$ cat config.mk
export PLATFORM = sky130hd
export DESIGN_NAME = lut_config_loader
export DESIGN_NICKNAME = d
export VERILOG_FILES = /design/src/rtl/lut_cfg_pkg.sv /design/src/rtl/lut_cfg_shadow.sv /design/src/rtl/lut_config_loader.sv
export SDC_FILE = /design/constraint.sdc
export NUM_CORES = 1
export LEC_CHECK = 0
export ABC_AREA = 1
export CAP_MARGIN = 20
export CORE_MARGIN = 3
export CORE_UTILIZATION = 52
export DETAILED_ROUTE_END_ITERATION = 8
export PLACE_DENSITY = 0.81
export SYNTH_ARGS = -nofsm -noshare
export SYNTH_HDL_FRONTEND = slang
export SYNTH_SLANG_ARGS = --single-unit
$ cat constraint.sdc
create_clock -name clk -period 1.7 [get_ports clk]
set_clock_uncertainty 0.2 [all_clocks]
set_input_delay 0.255 -clock clk [delete_from_list [all_inputs] [get_ports clk]]
set_output_delay 0.255 -clock clk [all_outputs]
set_load 0.005 [all_outputs]
$ cat src/rtl/lut_cfg_pkg.sv
// rtl/lut_cfg_pkg.sv - shared state encoding and sizing helpers for the LUT config loader
package lut_cfg_pkg;

    typedef enum logic [1:0] {
        IDLE   = 2'd0,
        SHIFT  = 2'd1,
        COMMIT = 2'd2
    } state_e;

    function automatic int beats_f(input int width, input int chunk);
        return width / chunk;
    endfunction

    // A single-beat table still needs a one-bit counter so the port widths stay legal.
    function automatic int cnt_w_f(input int width, input int chunk);
        int beats;
        beats = width / chunk;
        return (beats <= 1) ? 1 : $clog2(beats);
    endfunction

endpackage

$ cat src/rtl/lut_cfg_shadow.sv
// rtl/lut_cfg_shadow.sv - CHUNK-wide right-shift register holding the table under assembly
module lut_cfg_shadow #(
    parameter int WIDTH = 16,
    parameter int CHUNK = 1
) (
    input  logic             clk,
    input  logic             rst_n,
    input  logic             shift_en,
    input  logic [CHUNK-1:0] shift_in,
    output logic [WIDTH-1:0] shadow
);

    logic [WIDTH-1:0] shadow_q;
    logic [WIDTH-1:0] shadow_d;

    generate
        if (WIDTH == CHUNK) begin : g_single
            always_comb begin
                shadow_d = shadow_q;
                if (shift_en) begin
                    shadow_d = shift_in;
                end
            end
        end else begin : g_multi
            // New chunks enter at the top so the first chunk ends up in the low bits.
            always_comb begin
                shadow_d = shadow_q;
                if (shift_en) begin
                    shadow_d = {shift_in, shadow_q[WIDTH-1:CHUNK]};
                end
            end
        end
    endgenerate

    always_ff @(posedge clk or negedge rst_n) begin
        if (!rst_n) begin
            shadow_q <= '0;
        end else begin
            shadow_q <= shadow_d;
        end
    end

    assign shadow = shadow_q;

endmodule

$ cat src/rtl/lut_config_loader.sv
// rtl/lut_config_loader.sv - streams a LUT truth table into a shadow register and commits it atomically
module lut_config_loader
    import lut_cfg_pkg::*;
#(
    parameter int INPUTS = 4,
    parameter int WIDTH  = 1 << INPUTS,
    parameter int CHUNK  = 1
) (
    input  logic             clk,
    input  logic             rst_n,
    input  logic             cfg_start,
    input  logic             cfg_abort,
    input  logic             cfg_valid,
    input  logic [CHUNK-1:0] cfg_data,
    output logic             cfg_ready,
    output logic             busy,
    output logic             cfg_done,
    output logic             loaded,
    output logic [WIDTH-1:0] values
);

    localparam int BEATS = beats_f(WIDTH, CHUNK);
    localparam int CNT_W = cnt_w_f(WIDTH, CHUNK);
    localparam logic [CNT_W-1:0] LAST_BEAT = CNT_W'(BEATS - 1);

    generate
        if (CHUNK < 1 || CHUNK > WIDTH || (WIDTH % CHUNK) != 0) begin : g_bad_chunk
            $error("lut_config_loader: WIDTH must be a non-zero multiple of CHUNK");
        end
    endgenerate

    state_e           state_q, state_d;
    logic [CNT_W-1:0] cnt_q, cnt_d;
    logic [WIDTH-1:0] values_q, values_d;
    logic             loaded_q, loaded_d;
    logic             done_q, done_d;
    logic [WIDTH-1:0] shadow;
    logic             accept;
    logic             shift_en;

    // Ready is decoded from the state flop only, so it never depends on an input this cycle.
    assign cfg_ready = (state_q == SHIFT);
    assign accept    = cfg_valid & cfg_ready;
    assign shift_en  = accept & ~cfg_abort;

    lut_cfg_shadow #(
        .WIDTH (WIDTH),
        .CHUNK (CHUNK)
    ) u_shadow (
        .clk      (clk),
        .rst_n    (rst_n),
        .shift_en (shift_en),
        .shift_in (cfg_data),
        .shadow   (shadow)
    );

    always_comb begin
        state_d  = state_q;
        cnt_d    = cnt_q;
        values_d = values_q;
        loaded_d = loaded_q;
        done_d   = 1'b0;
        unique case (state_q)
            IDLE: begin
                if (cfg_start) begin
                    state_d = SHIFT;
                    cnt_d   = '0;
                end
            end
            SHIFT: begin
                // Abort wins over a beat landing in the same cycle; that beat is dropped.
                if (cfg_abort) begin
                    state_d = IDLE;
                    cnt_d   = '0;
                end else if (accept) begin
                    if (cnt_q == LAST_BEAT) begin
                        state_d = COMMIT;
                        cnt_d   = '0;
                    end else begin
                        cnt_d = cnt_q + 1'b1;
                    end
                end
            end
            COMMIT: begin
                values_d = shadow;
                loaded_d = 1'b1;
                done_d   = 1'b1;
                state_d  = IDLE;
            end
            default: begin
                state_d = IDLE;
                cnt_d   = '0;
            end
        endcase
    end

    always_ff @(posedge clk or negedge rst_n) begin
        if (!rst_n) begin
            state_q  <= IDLE;
            cnt_q    <= '0;
            values_q <= '0;
            loaded_q <= 1'b0;
            done_q   <= 1'b0;
        end else begin
            state_q  <= state_d;
            cnt_q    <= cnt_d;
            values_q <= values_d;
            loaded_q <= loaded_d;
            done_q   <= done_d;
        end
    end

    assign busy     = (state_q != IDLE);
    assign cfg_done = done_q;
    assign loaded   = loaded_q;
    assign values   = values_q;

endmodule

# Yosys cells after proc, flatten, opt, wreduce, memory -nomap -nowiden

Index checks and enable logic that the tools add are counted.

Reduce and logical (&&, ||, !) cells: 4
Bitwise operators: 4
Eq/ne operators: 6
Mux-type cells: 11
Add/subtract/negate cells: 1

Operator list:

| cell                  | count |
|---|---|
| $mux W4               | 4 |
| $pmux W4 S3           | 1 |
| $mux W2               | 4 |
| $ne A3 B2 Y1 const B  | 2 |
| $reduce_and A3 Y1     | 2 |
| $add A4 B1 Y4 const B | 1 |
| $eq A4 B4 Y1 const B  | 1 |
| $pmux W2 S2           | 1 |
| $and A1 B1 Y1         | 2 |
| $eq A2 B1 Y1 const B  | 1 |
| $eq A2 B2 Y1 const B  | 1 |
| $logic_not A2 Y1      | 1 |
| $ne A2 B2 Y1 const B  | 1 |
| $not A1 Y1            | 2 |
| $reduce_bool A2 Y1    | 1 |
| $mux W1               | 1 |

Bits of input ports: 6
Flip-flop bits (word level): 40
Word-level logic and storage cells: 32

# Depth between registers and ports, before layout

Gate-level depths: netlist (run 1).

Word-level depth: 5
Mapped depth: 7
Gate-level depth less buffers: 7

# Hierarchy

A second synthesis (run 1) with hierarchy kept.

Cell total of the unflattened synthesis: 185
Area, all modules: 1729.2 µm²

By module, submodules not included:

| module            | seq. area each (µm²) | cells an instance | area each (µm²) | instances |
|---|---|---|---|---|
| lut_config_loader | 600.6                | 117               | 1044.8          | 1 |
| lut_cfg_shadow    | 400.4                | 68                | 684.4           | 1 |

# Least setup slack after synthesis (run 1)

Ideal clock, no wire load.

Kind: register to register
From: register state_q[1]
To: register u_shadow.shadow_q[0], in the netlist u_shadow.shadow[0]
Cell stages (with the launch flop): 8
Required time: 1383 ps
Setup slack: 392 ps
Arrival time: 990 ps
Cells stage by stage: dfrtp_1 inv_2 nand2_2 nor2_4 nand2_4 buf_6 nand2_1 o21ai_2

Longest elaborated chain between the ends: 3

RTL lines:

| what                     | line                     | RTL |
|---|---|---|
| start: declaration       | lut_config_loader.sv:32  | `state_e state_q, state_d;` |
| start signal: assignment | lut_config_loader.sv:105 | `state_q <= state_d;` |
| $eq A2 B1 Y1             | lut_config_loader.sv:42  | `assign cfg_ready = (state_q == SHIFT);` |
| $and A1 B1 Y1            | lut_config_loader.sv:43  | `assign accept = cfg_valid & cfg_ready;` |
| $and A1 B1 Y1            | lut_config_loader.sv:44  | `assign shift_en = accept & ~cfg_abort;` |
| end signal: assignment   | lut_cfg_shadow.sv:39     | `shadow_q <= shadow_d;` |
| end: declaration         | lut_cfg_shadow.sv:13     | `logic [WIDTH-1:0] shadow_q;` |

Every way passes these cells.
A chain may end at the register's enable or synchronous reset.

# Worst setup path in the final report (run 1)

From: register done_q, in the netlist cfg_done
To: output port cfg_done

RTL lines:

| what                     | line                     | RTL |
|---|---|---|
| start: declaration       | lut_config_loader.sv:36  | `logic done_q, done_d;` |
| start signal: assignment | lut_config_loader.sv:109 | `done_q <= done_d;` |
| end: declaration         | lut_config_loader.sv:17  | `output logic cfg_done,` |

No word-level cell between the ends.

==> metrics.yaml, run 1 <==
root_buffer: "clkbuf_4"
synth.most_common_cell: "nand2_1"
cts_buffers: 5
status: "finished, final reports clean"
synthXorXnorAreaFrac_pct: 0.5232
num_vias: 1254
utilization_pct: 73.90
clockBufferDepth: 2
synthTopCellsByArea: "dfrtp_1, nand2_1, o21ai_2"
required_ns: 1.24
syn_area_um2: 1674
gp_congestion: 0.7668
hold_slack_ns: 0.1957
detail_route.wl_per_cell_um: 12.17
synth_adder_area_share_pct: 0.7474
async_reset_ff_share_pct: 100.0
grt_pass1_wl_um: 5326
pwr_density_cell_nw_per_um2: 1479
rr_worst_depth: 6
vias_per_cell: 4.957
clkTransAtPathRegs_ns: 0.12
synth_simple_gate_area_share_pct: 16.97
grt_pass1_vias: 1172
fmax_mhz: 617.2
drv_cap: 0
drt-total-wl_um: 3078
coreArea_um2: 2900
drt-initial-drc-count: 72
dpl-instance-area_um2: 1951
cts_tree: "built"
avgSynthCellArea_um2: 9.790
cp_slowest_stage_delay_ns: 0.49
dp_cells: 234
fin_area_um2: 2143
gr-total-overflow: 0
hold_violations: 0
die_h_um: 62.74
synth_top_area_cell: "dfrtp_1"
ys_ff_latch: 40
die-width_um: 62.74
rows: 19
min_path_type: "input pin to asynchronous set/reset pin"
drive_gt1_share_pct: 21.80
path_cells: "clkdlybuf4s50_1"
io_pins: 26
syn_to_final_growth_pct: 28.03
dp_hpwl_um: 2077
cp_num_buf_inv: 1
synth-edff-count: 0
crit_path_start_kind: "flop"
synth_top_area_share_pct: 59.79
yosys_warnings: 0
stdcell_count: 253
ys_seq_area_share_pct: 59.79
start_util_pct: 57.72
drc: 0
die-area_um2: 3936
netlist_top_cells_count: "nand2_1, dfrtp_1, inv_1, o21ai_1, o21ai_2"
cts.sinks: 40
critPathArrivalTime_ns: 1.17
crit_type: "flop to output pin"
vdd_ir_drop_max_mv: 0.7921
yosys-mux-area-fraction_pct: 0
synth_top_family_by_area: "simple AND/OR/NAND/NOR gates"
synth_compound_area_share_pct: 13.90
relSlewSlack_pct: 68.30
drtAntennaViolNets: 0
worst-slew-pin-transition_ns: 0.4748
synthesis.nets: 178
synth_cell_types: 22
leakagePower_nw: 1.262
htree_num_levels: 2
crit_fanout: 1
syn-instance-count: 171
setup-tns-final_ns: 0
synth-main-ff-cell: "dfrtp_1"
diodes: 0
worst_setup_path_end_kind: "output pin"
fin_crit_ns: 1.620
drt_pass1_iterations: 4
setup_viol: 0
post-route-period-util_pct: 95.31
slowest_stage: "clkdlybuf4s50_1"
portBuffers: 25
antenna_found_initial: 0
clk_latency_ns: 0.35
grt_max_degree: 41
slew_viol_final: 0
final_nets: 217
grt_use_total_pct: 17.63
path_delay_family: "buffers and inverters"
worstSetupPathDepth: 1
## registers in the layout, indices dropped and copies added, names as in the netlist
register,flops
u_shadow.shadow,16
loaded,1
cfg_done,1
state_q,2
cnt_q,4
values,16
## worst paths after layout
kind,startpoint,end,slack (ns)
worst max-delay path,cfg_done$_DFF_PN0_,cfg_done,0.08
worst min-delay path,rst_n,u_shadow.shadow[10]$_DFFE_PN0P_,0.20
worst max register to register,state_q[0]$_DFFE_PN0P_,values[5]$_DFFE_PN0P_,0.09
worst min register to register,loaded$_DFFE_PN0P_,loaded$_DFFE_PN0P_,0.29
max in group asynchronous,rst_n,cnt_q[3]$_DFFE_PN0P_,0.91
min in group clk,loaded$_DFFE_PN0P_,loaded$_DFFE_PN0P_,0.29
## metrics by stage
step	total power [mW]	worst slack, ns
after floorplan	2.098	0.3925
after global placement	2.546	0.03027
after detailed placement	2.609	-0.02261
after CTS	3.151	0.007326
after global routing	3.418	-0.008973
final	3.169	0.07970
## worst min-delay path, delay by kind of cell
family                 cells  cell delay [ns]
buffers and inverters      3             0.87
## cell type report
class                           instances  area (µm²)
Sequential cell                        40        1001
Fill cell                             223       757.0
Multi-Input combinational cell        102       545.5
Timing Repair Buffer                   38       395.4
Inverter                               23       86.33
Clock buffer                            7       55.05
Tap cell                               42       52.55
Clock inverter                          1       7.507
## power breakdown
group          internal [mW]  leakage, nW  total [mW]  switching, mW
clock                  0.203       0.0315       0.508          0.305
sequential              1.29        0.527        1.47          0.180
combinational          0.598        0.704        1.19          0.595
total                   2.09         1.26        3.17           1.08
## cell usage in the layout (no fill, tap or decap), types with 2 or more instances in the layout
| cell | n |
|---|---|
| nand2_1 | 48 |
| dfrtp_1 | 40 |
| inv_1 | 20 |
| o21ai_1 | 16 |
| dlymetal6s2s_1 | 16 |
| o21ai_2 | 15 |
| buf_4 | 10 |
| nor2_1 | 6 |
| clkbuf_4 | 5 |
| clkdlybuf4s50_1 | 5 |
| inv_2 | 3 |
| nand4_1 | 3 |
| nand2_4 | 2 |
| nand3_1 | 2 |
## per-layer routing
layer	track usage [%]	wire length [µm]
met1	22.09	1344
met2	26.76	1527
met3	5.396	111
met4	10.74	96
met5	0	0
## kinds of logic (layout without fill, tap and decap cells)
family / Yosys count / in the layout
simple gates: 66 / 66
flops: 40 / 40
compound gates: 34 / 34
buf+inv: 29 / 69
fa+ha+maj: 1 / 1
xor+xnor: 1 / 1
## what timing repair did
item / CTS / global route
hold buffers: 1 / 0
resized for setup: 6 / 19
endpoints found under the hold margin: 40 / 0
endpoints found under the setup margin: 4 / 18
buffers inserted: 3 / 7
pin swaps: 0 / 1
Note: power is estimated with default switching activity, not from simulation.
==> run 2: changes to the inputs <==
--- a/config.mk
+++ b/config.mk
@@ -8,9 +8,9 @@
 export ABC_AREA = 1
 export CAP_MARGIN = 20
 export CORE_MARGIN = 3
-export CORE_UTILIZATION = 52
+export CORE_UTILIZATION = 50
 export DETAILED_ROUTE_END_ITERATION = 8
-export PLACE_DENSITY = 0.81
+export PLACE_DENSITY = 0.78
 export SYNTH_ARGS = -nofsm -noshare
 export SYNTH_HDL_FRONTEND = slang
 export SYNTH_SLANG_ARGS = --single-unit
==> metrics.yaml, run 2 (same netlist as run 1, synthesis figures left out) <==
status: "finished, final reports clean"
worst-slew-pin-transition_ns: 0.4855
crit_fanout: 1
cts.sinks: 40
grt_use_total_pct: 17.28
slowest_stage: "clkdlybuf4s50_1"
slew_viol_final: 0
drt-initial-drc-count: 71
num_vias: 1236
start_util_pct: 53.52
relSlewSlack_pct: 67.59
drtAntennaViolNets: 0
drt-met1-wl_um: 1360
fmax_mhz: 608.4
gr-total-overflow: 0
gp_congestion: 0.8761
layout_common_cells: "nand2_1, dfrtp_1, inv_1, o21ai_1, o21ai_2"
dp_hpwl_um: 2123
leakagePower_nw: 1.220
hold_violations: 0
cp_num_buf_inv: 1
drt-total-wl_um: 3171
grt_pass1_wl_um: 5430
die_h_um: 63.87
die-width_um: 63.87
grt_pass1_vias: 1189
min_path_type: "input pin to asynchronous set/reset pin"
required_ns: 1.24
wl_met3_um: 95
pwr_density_cell_nw_per_um2: 1450
rr_worst_depth: 6
wl_met2_um: 1640
crit_type: "flop to output pin"
clkTransAtPathRegs_ns: 0.13
syn_to_final_growth_pct: 27.65
cts_tree: "built"
antenna_found_initial: 0
setup-tns-final_ns: 0
finalPower_mw: 3.098
drv_cap: 0
portBuffers: 25
dpl-instance-area_um2: 1973
fin_crit_ns: 1.644
rows: 20
worst_setup_path_end_kind: "output pin"
path_delay_family: "buffers and inverters"
io_pins: 26
cp_slowest_stage_delay_ns: 0.50
grt_max_degree: 41
drive_gt1_share_pct: 22.27
clk_latency_ns: 0.36
critPathCapture: "cfg_done"
drt_pass1_iterations: 4
final_nets: 217
r2r_slack_ns: 0.14
rsz0062_at_grt: "no"
crit_start: "cfg_done$_DFF_PN0_"
diodes: 0
clockBufferDepth: 2
detail_route.wl_per_cell_um: 12.44
die-area_um2: 4079
post-route-period-util_pct: 96.68
mostFrequentLayoutCell: "nand2_1"
vdd_ir_drop_max_mv: 0.6819
htree_num_levels: 2
fin_area_um2: 2137
vias_per_cell: 4.847
root_buffer: "clkbuf_4"
path_cells: "clkdlybuf4s50_1"
cts_buffers: 5
worstSetupPathDepth: 1
setup_viol: 0
r2r_start: "state_q[1]$_DFFE_PN0P_"
top_layer: "met4"
coreArea_um2: 3128
drc: 0
critPathArrivalTime_ns: 1.19
r2r_end: "values[4]$_DFFE_PN0P_"
crit_path_start_kind: "flop"
[run 2: changes by cell type in the layout (fill, tap and decap cells not counted)]
cell / delta
clkinvlp_4: -1
dlygate4sd2_1: +4
clkinv_4: +1
clkbuf_1: -1
clkbuf_8: -1
clkinv_2: +2
dlymetal6s2s_1: -4
buf_12: +1
buf_4: -1
[run 2: worst min-delay path by stage]
stage | startpoint | to | slack [ns] | cells past startpoint
finish | rst_n | u_shadow.shadow[11]$_DFFE_PN0P_ | 0.27 | 3
floorplan | rst_n | cfg_done$_DFF_PN0_ | -0.24 | 0
global route | rst_n | u_shadow.shadow[8]$_DFFE_PN0P_ | 0.30 | 3
global placement | rst_n | values[13]$_DFFE_PN0P_ | 0.13 | 2
detailed placement | rst_n | values[13]$_DFFE_PN0P_ | 0.13 | 2
CTS | rst_n | u_shadow.shadow[11]$_DFFE_PN0P_ | 0.28 | 3
[run 2: worst register-to-register path, stage by stage (launching register included)]
cell	delay, ns
dfrtp_1	0.41
inv_2	0.11
buf_4	0.13
nor2_2	0.05
inv_2	0.36
nand2_1	0.10
o21ai_1	0.11
[run 2: timing repair]
action / CTS / global route
pin swaps: 0 / 1
hold buffers: 1 / 0
resized for setup: 10 / 15
buffers inserted: 4 / 5
endpoints found under the hold margin: 40 / 0
endpoints found under the setup margin: 8 / 14
cloned: 0 / 0
[run 2: layout make-up]
class	count	area [µm²]
Sequential cell	40	1001
Fill cell	236	991.0
Multi-Input combinational cell	102	545.5
Timing Repair Buffer	38	392.9
Inverter	23	86.33
Tap cell	44	55.05
Clock buffer	5	37.54
Clock inverter	3	18.77
[run 2: power breakdown]
group          total (mW)  switching [mW]  internal (mW)
logic                1.14           0.584          0.560
registers            1.48           0.193           1.29
clock network       0.473           0.314          0.159
[run 2: through the flow]
step / worst slack, ns / hold WS, ns / instances / utilization (%)
2_1_floorplan: 0.3925 / -0.2406 / 171 / -
3_3_place_gp: 0.09522 / 0.1299 / 237 / 63.08
3_5_place_dp: 0.04518 / 0.1345 / 237 / 63.08
4_1_cts: 0.001965 / 0.2792 / 250 / 66.20
5_1_grt: 0.01326 / 0.2982 / 255 / 68.32
6_report: 0.05642 / 0.2713 / 255 / 68.32
[run 2: layer usage]
| metal | vias to the layer above | global-route usage [%] |
|---|---|---|
| li1 | 614 | - |
| met2 | 20 | 28.77 |
| met3 | 9 | 4.394 |
| met4 | 0 | 8.086 |
| met1 | 593 | 20.86 |
| met5 | - | 0 |
